==> config.mk <==
export PLATFORM = sky130hd
export DESIGN_NAME = psum_fifo_ctrl_flat
export DESIGN_NICKNAME = d
export VERILOG_FILES = /design/src/rtl/psum_ctrl_pkg.sv /design/src/rtl/psum_fifo_ctrl_if.sv /design/src/rtl/psum_align_pipe.sv /design/src/rtl/psum_fifo_ctrl.sv /design/src/flat_wrapper.sv
export SDC_FILE = /design/constraint.sdc
export NUM_CORES = 1
export LEC_CHECK = 0
export BUFFER_PORTS_ARGS = -buffer_cell sky130_fd_sc_hd__buf_2
export CORE_ASPECT_RATIO = 2
export CORE_MARGIN = 2
export CORE_UTILIZATION = 45
export CTS_BUF_LIST = sky130_fd_sc_hd__clkbuf_16
export CTS_CLUSTER_SIZE = 12
export DETAILED_ROUTE_END_ITERATION = 10
export PLACE_DENSITY = 0.83
export SLEW_MARGIN = 10
export SYNTH_ARGS = -nofsm -noshare
export SYNTH_HDL_FRONTEND = slang
export SYNTH_SLANG_ARGS = --single-unit
export TNS_END_PERCENT = 5
==> constraint.sdc <==
create_clock -name clk1 -period 2.4 [get_ports clk1]
set_input_delay 0.12 -clock clk1 [delete_from_list [all_inputs] [get_ports clk1]]
set_output_delay 0.12 -clock clk1 [all_outputs]
set_load 0.02 [all_outputs]
==> src/rtl/psum_ctrl_pkg.sv <==
// Shared definitions for the psum accumulation FIFO sequencer:
// state encoding, flush length and the pointer-width legality check.
package psum_ctrl_pkg;

   typedef enum logic [2:0] {
      IDLE  = 3'd0,
      CLR   = 3'd1,
      ACCUM = 3'd2,
      FLUSH = 3'd3,
      DRAIN = 3'd4,
      DONE  = 3'd5
   } state_t;

   // Cycles needed for the 2-stage write alignment pipe to empty.
   localparam int FLUSH_CYCLES = 2;

   // Pointer/counter width must be able to address every FIFO entry.
   function automatic bit add_width_ok(input int add_width, input int fifo_size);
      return (2 ** add_width) >= fifo_size;
   endfunction

endpackage

==> src/rtl/psum_fifo_ctrl_if.sv <==
// Bus between the psum FIFO sequencer and its environment (PE array
// input side, FIFO control side, drained result side).
interface psum_fifo_ctrl_if #(
   parameter int DATA_WIDTH = 16,
   parameter int ADD_WIDTH  = 4,
   parameter int PASS_WIDTH = 8
);
   logic                  start;
   logic [PASS_WIDTH-1:0] num_passes;
   logic [ADD_WIDTH-1:0]  row_len;
   logic                  psum_valid;
   logic [DATA_WIDTH-1:0] psum_in;
   logic [DATA_WIDTH-1:0] fifo_dout;
   logic                  fifo_wr_clr;
   logic                  fifo_rd_clr;
   logic                  fifo_wr_en;
   logic                  fifo_rd_en;
   logic                  fifo_wr_inc;
   logic                  fifo_rd_inc;
   logic                  fifo_re_buf;
   logic [DATA_WIDTH-1:0] fifo_din;
   logic                  out_valid;
   logic [DATA_WIDTH-1:0] out_data;
   logic                  busy;
   logic                  done;
   logic                  ovf_err;

   modport master (
      output start, num_passes, row_len, psum_valid, psum_in, fifo_dout,
      input  fifo_wr_clr, fifo_rd_clr, fifo_wr_en, fifo_rd_en, fifo_wr_inc,
             fifo_rd_inc, fifo_re_buf, fifo_din, out_valid, out_data,
             busy, done, ovf_err
   );

   modport slave (
      input  start, num_passes, row_len, psum_valid, psum_in, fifo_dout,
      output fifo_wr_clr, fifo_rd_clr, fifo_wr_en, fifo_rd_en, fifo_wr_inc,
             fifo_rd_inc, fifo_re_buf, fifo_din, out_valid, out_data,
             busy, done, ovf_err
   );
endinterface

==> src/rtl/psum_align_pipe.sv <==
// Two-stage alignment pipe: an accepted psum at cycle t shows its
// accumulate select at t+1 (with the FIFO read) and its write at t+2.
module psum_align_pipe #(
   parameter int DATA_WIDTH = 16
) (
   input  logic                  clk,
   input  logic                  clr,
   input  logic                  in_vld,
   input  logic [DATA_WIDTH-1:0] in_data,
   input  logic                  in_re_buf,
   output logic                  re_buf,
   output logic                  wr_en,
   output logic [DATA_WIDTH-1:0] din
);
   logic [1:0]                 vld_pipe;
   logic [1:0][DATA_WIDTH-1:0] data_pipe;
   logic                       re_buf_q;

   // Shift valid/data two stages; data is captured only on valid input.
   always_ff @(posedge clk) begin
      if (clr) begin
         vld_pipe  <= '0;
         data_pipe <= '0;
         re_buf_q  <= 1'b0;
      end else begin
         vld_pipe     <= {vld_pipe[0], in_vld};
         if (in_vld)
            data_pipe[0] <= in_data;
         data_pipe[1] <= data_pipe[0];
         re_buf_q     <= in_vld & in_re_buf;
      end
   end

   assign re_buf = re_buf_q;
   assign wr_en  = vld_pipe[1];
   assign din    = data_pipe[1];
endmodule

==> src/rtl/psum_fifo_ctrl.sv <==
// Sequencer for the psum accumulation FIFO at the end of the PE array.
// Runs num_passes passes of row_len psums (pass 0 writes, later passes
// accumulate), then drains the row. Optional macro PSUM_CTRL_RELU_EN
// clamps negative drained results to zero.
module psum_fifo_ctrl
   import psum_ctrl_pkg::*;
#(
   parameter int DATA_WIDTH = 16,
   parameter int FIFO_SIZE  = 10,
   parameter int ADD_WIDTH  = 4,
   parameter int PASS_WIDTH = 8
) (
   input logic             clk1,
   input logic             clr,
   psum_fifo_ctrl_if.slave bus
);
   if (!add_width_ok(ADD_WIDTH, FIFO_SIZE)) begin : g_cfg_err
      $error("ADD_WIDTH too small to address FIFO_SIZE entries");
   end

   localparam logic [ADD_WIDTH-1:0] FSZ    = ADD_WIDTH'(FIFO_SIZE);
   localparam logic [ADD_WIDTH-1:0] FL_END = ADD_WIDTH'(FLUSH_CYCLES - 1);

   state_t                state, state_n;
   logic [ADD_WIDTH-1:0]  cnt, cnt_n, len, len_n;
   logic [PASS_WIDTH-1:0] pass, pass_n, npass, npass_n;
   logic                  ovf, ovf_n;
   logic                  accept, drain_rd;
   logic                  wr_clr_q, rd_clr_q, rd_en_q, drain_rd_q;
   logic                  out_valid_q, done_q, busy_q;
   logic                  pipe_wr_en;

   // State and counter registers; outputs are registered off next state
   // so each one is high exactly during the state it belongs to.
   always_ff @(posedge clk1) begin
      if (clr) begin
         state       <= IDLE;
         cnt         <= '0;
         len         <= '0;
         pass        <= '0;
         npass       <= '0;
         ovf         <= 1'b0;
         wr_clr_q    <= 1'b0;
         rd_clr_q    <= 1'b0;
         rd_en_q     <= 1'b0;
         drain_rd_q  <= 1'b0;
         out_valid_q <= 1'b0;
         done_q      <= 1'b0;
         busy_q      <= 1'b0;
      end else begin
         state       <= state_n;
         cnt         <= cnt_n;
         len         <= len_n;
         pass        <= pass_n;
         npass       <= npass_n;
         ovf         <= ovf_n;
         wr_clr_q    <= (state_n == CLR);
         rd_clr_q    <= (state_n == CLR) || (state_n == DRAIN && cnt_n == '0);
         rd_en_q     <= drain_rd || (accept && pass != '0);
         drain_rd_q  <= drain_rd;
         out_valid_q <= drain_rd_q;
         done_q      <= (state_n == DONE);
         busy_q      <= (state_n != IDLE);
      end
   end

   // Next-state, counters, sampled row parameters and error flag.
   always_comb begin
      state_n = state;
      cnt_n   = cnt;
      len_n   = len;
      pass_n  = pass;
      npass_n = npass;
      ovf_n   = ovf;
      accept  = 1'b0;
      unique case (state)
         IDLE: begin
            if (bus.start) begin
               state_n = CLR;
               pass_n  = '0;
               ovf_n   = 1'b0;
               npass_n = (bus.num_passes == '0) ? PASS_WIDTH'(1) : bus.num_passes;
               if (bus.row_len == '0)
                  len_n = ADD_WIDTH'(1);
               else if (bus.row_len > FSZ) begin
                  len_n = FSZ;
                  ovf_n = 1'b1;
               end else
                  len_n = bus.row_len;
            end else if (bus.psum_valid)
               ovf_n = 1'b1;
         end
         CLR: begin
            cnt_n   = '0;
            state_n = ACCUM;
         end
         ACCUM: begin
            if (bus.psum_valid) begin
               accept = 1'b1;
               cnt_n  = cnt + ADD_WIDTH'(1);
               if (cnt + ADD_WIDTH'(1) == len) begin
                  state_n = FLUSH;
                  cnt_n   = '0;
               end
            end
         end
         FLUSH: begin
            if (bus.psum_valid)
               ovf_n = 1'b1;
            cnt_n = cnt + ADD_WIDTH'(1);
            if (cnt == FL_END) begin
               cnt_n = '0;
               if ((pass + PASS_WIDTH'(1)) < npass) begin
                  pass_n  = pass + PASS_WIDTH'(1);
                  state_n = CLR;
               end else
                  state_n = DRAIN;
            end
         end
         DRAIN: begin
            if (bus.psum_valid)
               ovf_n = 1'b1;
            if (cnt == len)
               state_n = DONE;
            else
               cnt_n = cnt + ADD_WIDTH'(1);
         end
         DONE: begin
            if (bus.psum_valid)
               ovf_n = 1'b1;
            state_n = IDLE;
         end
         default: state_n = IDLE;
      endcase
   end

   // Drain reads follow the rd-pointer clear cycle (cnt 0).
   assign drain_rd = (state_n == DRAIN) && (cnt_n != '0);

   psum_align_pipe #(.DATA_WIDTH(DATA_WIDTH)) u_pipe (
      .clk       (clk1),
      .clr       (clr),
      .in_vld    (accept),
      .in_data   (bus.psum_in),
      .in_re_buf (pass != '0),
      .re_buf    (bus.fifo_re_buf),
      .wr_en     (pipe_wr_en),
      .din       (bus.fifo_din)
   );

   assign bus.fifo_wr_clr = wr_clr_q;
   assign bus.fifo_rd_clr = rd_clr_q;
   assign bus.fifo_wr_en  = pipe_wr_en;
   assign bus.fifo_wr_inc = pipe_wr_en;
   assign bus.fifo_rd_en  = rd_en_q;
   assign bus.fifo_rd_inc = rd_en_q;
   assign bus.out_valid   = out_valid_q;
   assign bus.done        = done_q;
   assign bus.busy        = busy_q;
   assign bus.ovf_err     = ovf;

`ifdef PSUM_CTRL_RELU_EN
   assign bus.out_data = (out_valid_q && bus.fifo_dout[DATA_WIDTH-1]) ? '0 : bus.fifo_dout;
`else
   assign bus.out_data = bus.fifo_dout;
`endif
endmodule

==> src/flat_wrapper.sv <==
// flat-port wrapper written by rule: the top's interface ports become plain ports
module psum_fifo_ctrl_flat import psum_ctrl_pkg::*;
#(
   parameter int DATA_WIDTH = 16,
   parameter int FIFO_SIZE  = 10,
   parameter int ADD_WIDTH  = 4,
   parameter int PASS_WIDTH = 8
)
  (clk1, clr, bus_start, bus_num_passes, bus_row_len, bus_psum_valid, bus_psum_in, bus_fifo_dout, bus_fifo_wr_clr, bus_fifo_rd_clr, bus_fifo_wr_en, bus_fifo_rd_en, bus_fifo_wr_inc, bus_fifo_rd_inc, bus_fifo_re_buf, bus_fifo_din, bus_out_valid, bus_out_data, bus_busy, bus_done, bus_ovf_err);
  psum_fifo_ctrl_if #(.DATA_WIDTH(DATA_WIDTH), .ADD_WIDTH(ADD_WIDTH), .PASS_WIDTH(PASS_WIDTH)) bus_i ();
  input logic clk1;
  input logic clr;
  input wire logic [$bits(bus_i.start)-1:0] bus_start;
  input wire logic [$bits(bus_i.num_passes)-1:0] bus_num_passes;
  input wire logic [$bits(bus_i.row_len)-1:0] bus_row_len;
  input wire logic [$bits(bus_i.psum_valid)-1:0] bus_psum_valid;
  input wire logic [$bits(bus_i.psum_in)-1:0] bus_psum_in;
  input wire logic [$bits(bus_i.fifo_dout)-1:0] bus_fifo_dout;
  output wire logic [$bits(bus_i.fifo_wr_clr)-1:0] bus_fifo_wr_clr;
  output wire logic [$bits(bus_i.fifo_rd_clr)-1:0] bus_fifo_rd_clr;
  output wire logic [$bits(bus_i.fifo_wr_en)-1:0] bus_fifo_wr_en;
  output wire logic [$bits(bus_i.fifo_rd_en)-1:0] bus_fifo_rd_en;
  output wire logic [$bits(bus_i.fifo_wr_inc)-1:0] bus_fifo_wr_inc;
  output wire logic [$bits(bus_i.fifo_rd_inc)-1:0] bus_fifo_rd_inc;
  output wire logic [$bits(bus_i.fifo_re_buf)-1:0] bus_fifo_re_buf;
  output wire logic [$bits(bus_i.fifo_din)-1:0] bus_fifo_din;
  output wire logic [$bits(bus_i.out_valid)-1:0] bus_out_valid;
  output wire logic [$bits(bus_i.out_data)-1:0] bus_out_data;
  output wire logic [$bits(bus_i.busy)-1:0] bus_busy;
  output wire logic [$bits(bus_i.done)-1:0] bus_done;
  output wire logic [$bits(bus_i.ovf_err)-1:0] bus_ovf_err;
  assign bus_i.start = bus_start;
  assign bus_i.num_passes = bus_num_passes;
  assign bus_i.row_len = bus_row_len;
  assign bus_i.psum_valid = bus_psum_valid;
  assign bus_i.psum_in = bus_psum_in;
  assign bus_i.fifo_dout = bus_fifo_dout;
  assign bus_fifo_wr_clr = bus_i.fifo_wr_clr;
  assign bus_fifo_rd_clr = bus_i.fifo_rd_clr;
  assign bus_fifo_wr_en = bus_i.fifo_wr_en;
  assign bus_fifo_rd_en = bus_i.fifo_rd_en;
  assign bus_fifo_wr_inc = bus_i.fifo_wr_inc;
  assign bus_fifo_rd_inc = bus_i.fifo_rd_inc;
  assign bus_fifo_re_buf = bus_i.fifo_re_buf;
  assign bus_fifo_din = bus_i.fifo_din;
  assign bus_out_valid = bus_i.out_valid;
  assign bus_out_data = bus_i.out_data;
  assign bus_busy = bus_i.busy;
  assign bus_done = bus_i.done;
  assign bus_ovf_err = bus_i.ovf_err;
  psum_fifo_ctrl #(.DATA_WIDTH(DATA_WIDTH), .FIFO_SIZE(FIFO_SIZE), .ADD_WIDTH(ADD_WIDTH), .PASS_WIDTH(PASS_WIDTH)) u_core (.clk1(clk1), .clr(clr), .bus(bus_i));
endmodule
Word level (Yosys, flattened, before mapping)
Index checks and enable logic that the tools add are counted.

storage, ports and cells
  bits in registers = 70
  latch bits = 0
  memory bits (writable) = 0
  bits in read-only memories = 0
  bits of input ports = 48
  output and inout port bits = 43
  word-level logic and storage cells = 79
  memories = 0

cells by class
  add/sub/neg operators = 2
  $mul = 0
  divide/modulo/power cells = 0
  magnitude comparators = 2
  equality and inequality tests = 14
  shifts and indexed selects = 0
  multiplexer cells = 26
  bitwise operators = 1
  reductions and logical operators = 17

operators by type and width
  operator                                               number
  2-to-1 mux 8 bit                                       4
  2-to-1 mux 4 bit                                       6
  2-to-1 mux 3 bit                                       6
  case mux 4 bit (4 select lines)                        1
  case mux 8 bit (2 select lines)                        1
  case mux 3 bit (5 select lines)                        1
  equality test 3 bit, second input constant             4
  adder 8 x 1 -> 8 bit, second input constant            1
  equality test 4 bit                                    2
  logical NOT 4 bit                                      2
  logical NOT 8 bit                                      1
  < comparator 8 bit                                     1
  nonzero test 8 bit                                     1
  equality test 3 x 1 -> 1 bit, second input constant    2
  equality test 3 x 2 -> 1 bit, second input constant    2
  2-to-1 mux 1 bit                                       6
  adder 4 x 1 -> 4 bit, second input constant            1
  equality test 4 x 1 -> 1 bit, second input constant    1
  > comparator 4 bit, second input constant              1
  inequality test 2 x 1 -> 1 bit, second input constant  2
  AND reduction 4 bit                                    1
  nonzero test 2 bit                                     2
  nonzero test 4 bit                                     1
  logical AND 1 bit                                      3
  8 further kinds                                        9

Depth between registers and ports, before layout
  word-level depth = 8
  depth in mapped cells = 11
  mapped depth without buffers = 11

Cells and area by module
A second synthesis with hierarchy kept.

second synthesis, totals
  cell total of the unflattened synthesis = 373
  area, all modules = 3432.0 µm²

by module, submodules not included
  module           instances  cells an instance  area each (µm²)  sequential area each (µm²)
  psum_fifo_ctrl   1          266                2223.4           700.7
  psum_align_pipe  1          107                1208.7           700.7

Worst setup path after synthesis
No wires, ideal clock.

  path type = reg2reg
  start point = register u_core.pass[2]
  end point = register u_core.rd_en_q (netlist: u_core.bus.fifo_rd_en)
  arrival time = 2.536 ns
  required time = 2.342 ns
  slack = -0.194 ns
  stages on the path, launching flop included = 12
  buffers on the path = 0
  cell sequence = dfxtp_1 -> and3_1 -> and3_1 -> nand3_1 -> xnor2_1 -> ha_1 -> nand2_1 -> o21ai_0 -> a21oi_1 -> a211o_2 -> a2111oi_4 -> or2_1

on the way
  cells in the longest elaborated chain, start to end = 8
  elaborated cells on any way between the ends = 10
  those cells by class = add/sub: 1; order compare: 1; eq/ne: 1; mux: 3; reduce/logical: 4

RTL lines
  what                             line                   text
  start, declared                  psum_fifo_ctrl.sv:26   logic [PASS_WIDTH-1:0] pass, pass_n, npass, npass_n;
  start signal, assigned           psum_fifo_ctrl.sv:54   pass <= pass_n;
  adder 8 x 1 -> 8 bit             psum_fifo_ctrl.sv:113  if ((pass + PASS_WIDTH'(1)) < npass) begin
  < comparator 8 bit               psum_fifo_ctrl.sv:113
  2-to-1 mux 3 bit                 psum_fifo_ctrl.sv:113
  2-to-1 mux 3 bit                 psum_fifo_ctrl.sv:111  if (cnt == FL_END) begin
  case mux 3 bit (5 select lines)  psum_fifo_ctrl.sv:76   unique case (state)
  equality test 3 bit              psum_fifo_ctrl.sv:138  assign drain_rd = (state_n == DRAIN) && (cnt_n != '0);
  logical AND 1 bit                psum_fifo_ctrl.sv:138
  logical OR 1 bit *               psum_fifo_ctrl.sv:59   rd_en_q <= drain_rd || (accept && pass != '0);
  end signal, assigned             psum_fifo_ctrl.sv:59
  end, declared                    psum_fifo_ctrl.sv:29   logic wr_clr_q, rd_clr_q, rd_en_q, drain_rd_q;

Every way passes the cells marked *; elsewhere a longest branch is shown, timed or not.
A chain may end at the register's enable or synchronous reset.

Worst setup path after layout
  start point = register u_core.pass[0]
  end point = register u_core.pass[3]

on the way
  cells in the longest elaborated chain, start to end = 4
  elaborated cells on any way between the ends = 7
  those cells by class = add/sub: 1; order compare: 1; eq/ne: 1; mux: 3; reduce/logical: 1

RTL lines
  what                                                                                     line
  adder 8 x 1 -> 8 bit *                                                                   psum_fifo_ctrl.sv:113, psum_fifo_ctrl.sv:114
  < comparator 8 bit / 2-to-1 mux 8 bit (equally long branches)                            psum_fifo_ctrl.sv:113
  inequality test 2 x 1 -> 1 bit (no line) / 2-to-1 mux 8 bit (equally long branches)      n/a
  AND reduction 4 bit (no line) / case mux 8 bit (2 select lines) (equally long branches)  n/a

Every way passes the cells marked *; elsewhere a longest branch is shown, timed or not. The select of a mux whose other input is x is not followed.

==> metrics.txt <==
starting density of the core=46.44%; reg2reg start=u_core.pass[0]; CP arrival=2.80 ns; post-synthesis cell count=382; first-pass GRT wire length=12120 µm; R2R setup slack=-0.16 ns; pwr dens=728.5 nW/µm²; Pint=2.265 mW; critical path's largest stage delay=0.37 ns; Setup WS post-layout=-0.1578 ns; Bufs on Longest Clock Path=2; final clock skew=0.005542 ns; critical path type=reg -> reg; dpl hpwl=5415 µm; Overall Global Routing Usage=19.58%; GP Congestion=0.8882; Worst EP required=2.64 ns; CP Max Fanout=5; boundary pin count=91; die extent in y=126.0 µm; final hold slack=0.02282 ns; Routed WL=7605 µm; Reg power frac=41.3%; Startpoint Class=register; Logic pwr share=12.5%; Critical Path End Type=register; initial antenna violation count=0; DRT iter0 DRCs=175; synthesized area=3349 µm²; largest net degree at the start of global routing=61; min cycle time layout=2.558 ns; clock root buffer master=clkbuf_16; slew margin rel.=59.35%; Netlist cell types=59; die area=8191 µm²; Via-to-Cell Ratio=5.193; Setup-failing EPs final=11; Hold Violations, Final=0; Routed Antenna Nets=0; clock sinks=70; layout cell share with drive strength beyond 1=33.87%; H-tree levels=3; Remaining DRCs=0; worst reg2reg path endpoint=u_core.pass[3]; worst reg2reg path depth=10; via count=2716; Max Clk Rate=391.0 MHz; yosys warns=0; routed length per instance=14.54 µm; Post-synth EDFFs=0; Finished Cell Area=4114 µm²; Yosys top cell area share=41.84%; sequential share of the synthesized area=41.84%; Worst Setup EP=u_core.pass[3]; pre-CTS setup slack=-0.1852 ns; P&R area growth vs syn=22.82%; GRT overflow=0; CTS tree=done; share of power burned in the clock network=46.2%; Synth area leaders=dfxtp_1 (42%), buf_4 (8.1%), nand2_1 (7.1%), a21oi_1 (6.0%), ha_1 (4.1%); DP Area=3548 µm²; # nets final=486; RSZ-0062 raised after global routing=true; die width=65.01 µm; Primary FF master, synth=dfxtp_1; status=finished, violations left; Avg Cell Area, Syn=8.768 µm²; sw frac=24.41%; CP startpoint=u_core.pass[0]; 1st-pass router iterations=4; IO buf count=58; area leader, netlist=dfxtp_1; Leak=1.772 nW; row cnt=44; HP Class=in -> reg; CP dominant cell by count=and3_4; worst slew pin tran=0.6097 ns; Switch Pwr=731.5 µW; max-cap viol count=0; crit-path cells=and3_4, and3_4, nand3_4, xnor2_2, ha_1, a21oi_2, o21ai_4, a21o_4, or3_1, a311oi_2; Layout Cells excl Fill=523; placed insts=496; hold path cells=3; ANT cells=0; Net Count, Synth=441; Post-synth ARST share=0%; vias in the first global route=2747; failing checks=negative setup slack; slowest CP cell=or3_1; max-slew violation count=0; register bit total from synthesis=70; Clock Latency Late Sink=0.33 ns; CTS Buf Count=9; core area=7212 µm²; Reg clk slew, reported paths=0.06 ns; Final period util=106.6%; Worst VDD drop=0.0003322 V
==> Yosys cell counts (3+ instances only) <==
library cell	count
dfxtp_1	70
nand2_1	63
a21oi_1	40
buf_4	36
nor2b_1	19
nor2_1	15
inv_1	14
clkbuf_1	12
ha_1	11
nand3_1	10
o21ai_0	9
xor2_1	8
and3_1	7
or3_1	5
a311oi_1	4
xnor2_1	4
a211oi_1	3
nand2b_1	3
nor3_1	3
o21a_1	3
==> power by group through the flow <==
stage / Clock, mW / Combinational, mW / Sequential, mW
floorplan: 0 / 0.265 / 1.26
CTS: 1.41 / 0.350 / 1.24
global route: 1.46 / 0.411 / 1.24
finish: 1.39 / 0.375 / 1.24
detailed placement: 0 / 0.326 / 1.26
global placement: 0 / 0.317 / 1.26
==> cell type report <==
| type | instances | area (µm²) |
|---|---|---|
| clock buffer | 9 | 225.2 |
| multi-input combinational | 245 | 1704 |
| tap | 92 | 115.1 |
| fill | 625 | 3098 |
| timing repair buffer | 87 | 524.3 |
| sequential | 70 | 1405 |
| clock inverter | 6 | 87.58 |
| inverter | 14 | 52.55 |
==> critical path: cells and delay by family (launching register included) <==
kind                       cells  cell delay [ns]
and+or+nand+nor                4             0.85
AOI/OAI and AO/OA              4             0.78
DFF                            1             0.35
adders and majority gates      1             0.33
xor gates and xnor gates       1             0.16
==> through the flow <==
| step | util, % | total power [mW] | setup TNS, ns |
|---|---|---|---|
| 6_report | 57.04 | 2.997 | -1.292 |
| 5_1_grt | 57.04 | 3.115 | -2.745 |
| 4_1_cts | 55.08 | 2.999 | -0.4438 |
| 3_5_place_dp | 49.20 | 1.588 | -1.746 |
| 3_3_place_gp | 49.20 | 1.577 | -0.8044 |
| 2_1_floorplan | - | 1.526 | 0 |
==> placed cells by master (no fill, tap or decap), types with 3 or more instances in the layout <==
cell and count:
a211oi_1 3, a21oi_1 37, a311oi_2 4, and3_1 5
buf_2 58, buf_4 27, clkbuf_16 9, dfxtp_1 67
dfxtp_2 3, ha_1 7, ha_2 3, inv_1 14
nand2_1 62, nand2b_1 3, nand3_1 8, nor2_1 14
nor2b_1 19, nor3_1 3, o21a_1 3, o21ai_0 7
or3_1 3, xnor2_1 3, xor2_1 8
==> state kept, by name (all words and copies together) (netlist names), 2 cells and up <==
signal and count:
u_core.u_pipe.data_pipe 16, u_core.state 3, u_core.u_pipe.din 16, u_core.pass 8
u_core.npass 8, u_core.cnt 4, u_core.u_pipe.vld_pipe 2, u_core.len 4
==> layer usage <==
metal	part of all wire, %	vias to the layer above	GRT usage [%]
li1	-	1350	-
met1	36	1260	17.09
met2	55	74	36.26
met3	4.4	32	5.268
met4	5.5	0	14.39
met5	0	-	0
==> timing repair <==
item	CTS	global route
pin swaps	21	10
setup buffers	7	5
resized for setup	13	19
hold endpoints to repair	0	0
endpoints found under the setup margin	14	16
hold buffers	0	0
==> worst min path at each step <==
stage,startpoint,end,slack (ns)
final,bus_psum_in[7],u_core.u_pipe.data_pipe[7],0.02
after global routing,bus_psum_in[0],u_core.u_pipe.data_pipe[0],0.03
after CTS,bus_psum_in[7],u_core.u_pipe.data_pipe[7],0.01
after detailed placement,bus_fifo_dout[13],bus_out_data[13],0.24
after global placement,bus_fifo_dout[13],bus_out_data[13],0.24
after floorplan,bus_psum_in[0],u_core.u_pipe.data_pipe[0],0.26
==> cells by family after synthesis <==
family                     count (synthesis)  synth area share, %
AOI/OAI and AO/OA                         80                16.51
xor gates and xnor gates                  14                4.632
adders and majority gates                 12                4.408
buffers and inverters                     67                11.88
DFF                                       70                41.84
and+or+nand+nor                          139                20.73
Power figures use the tool's default switching activity.
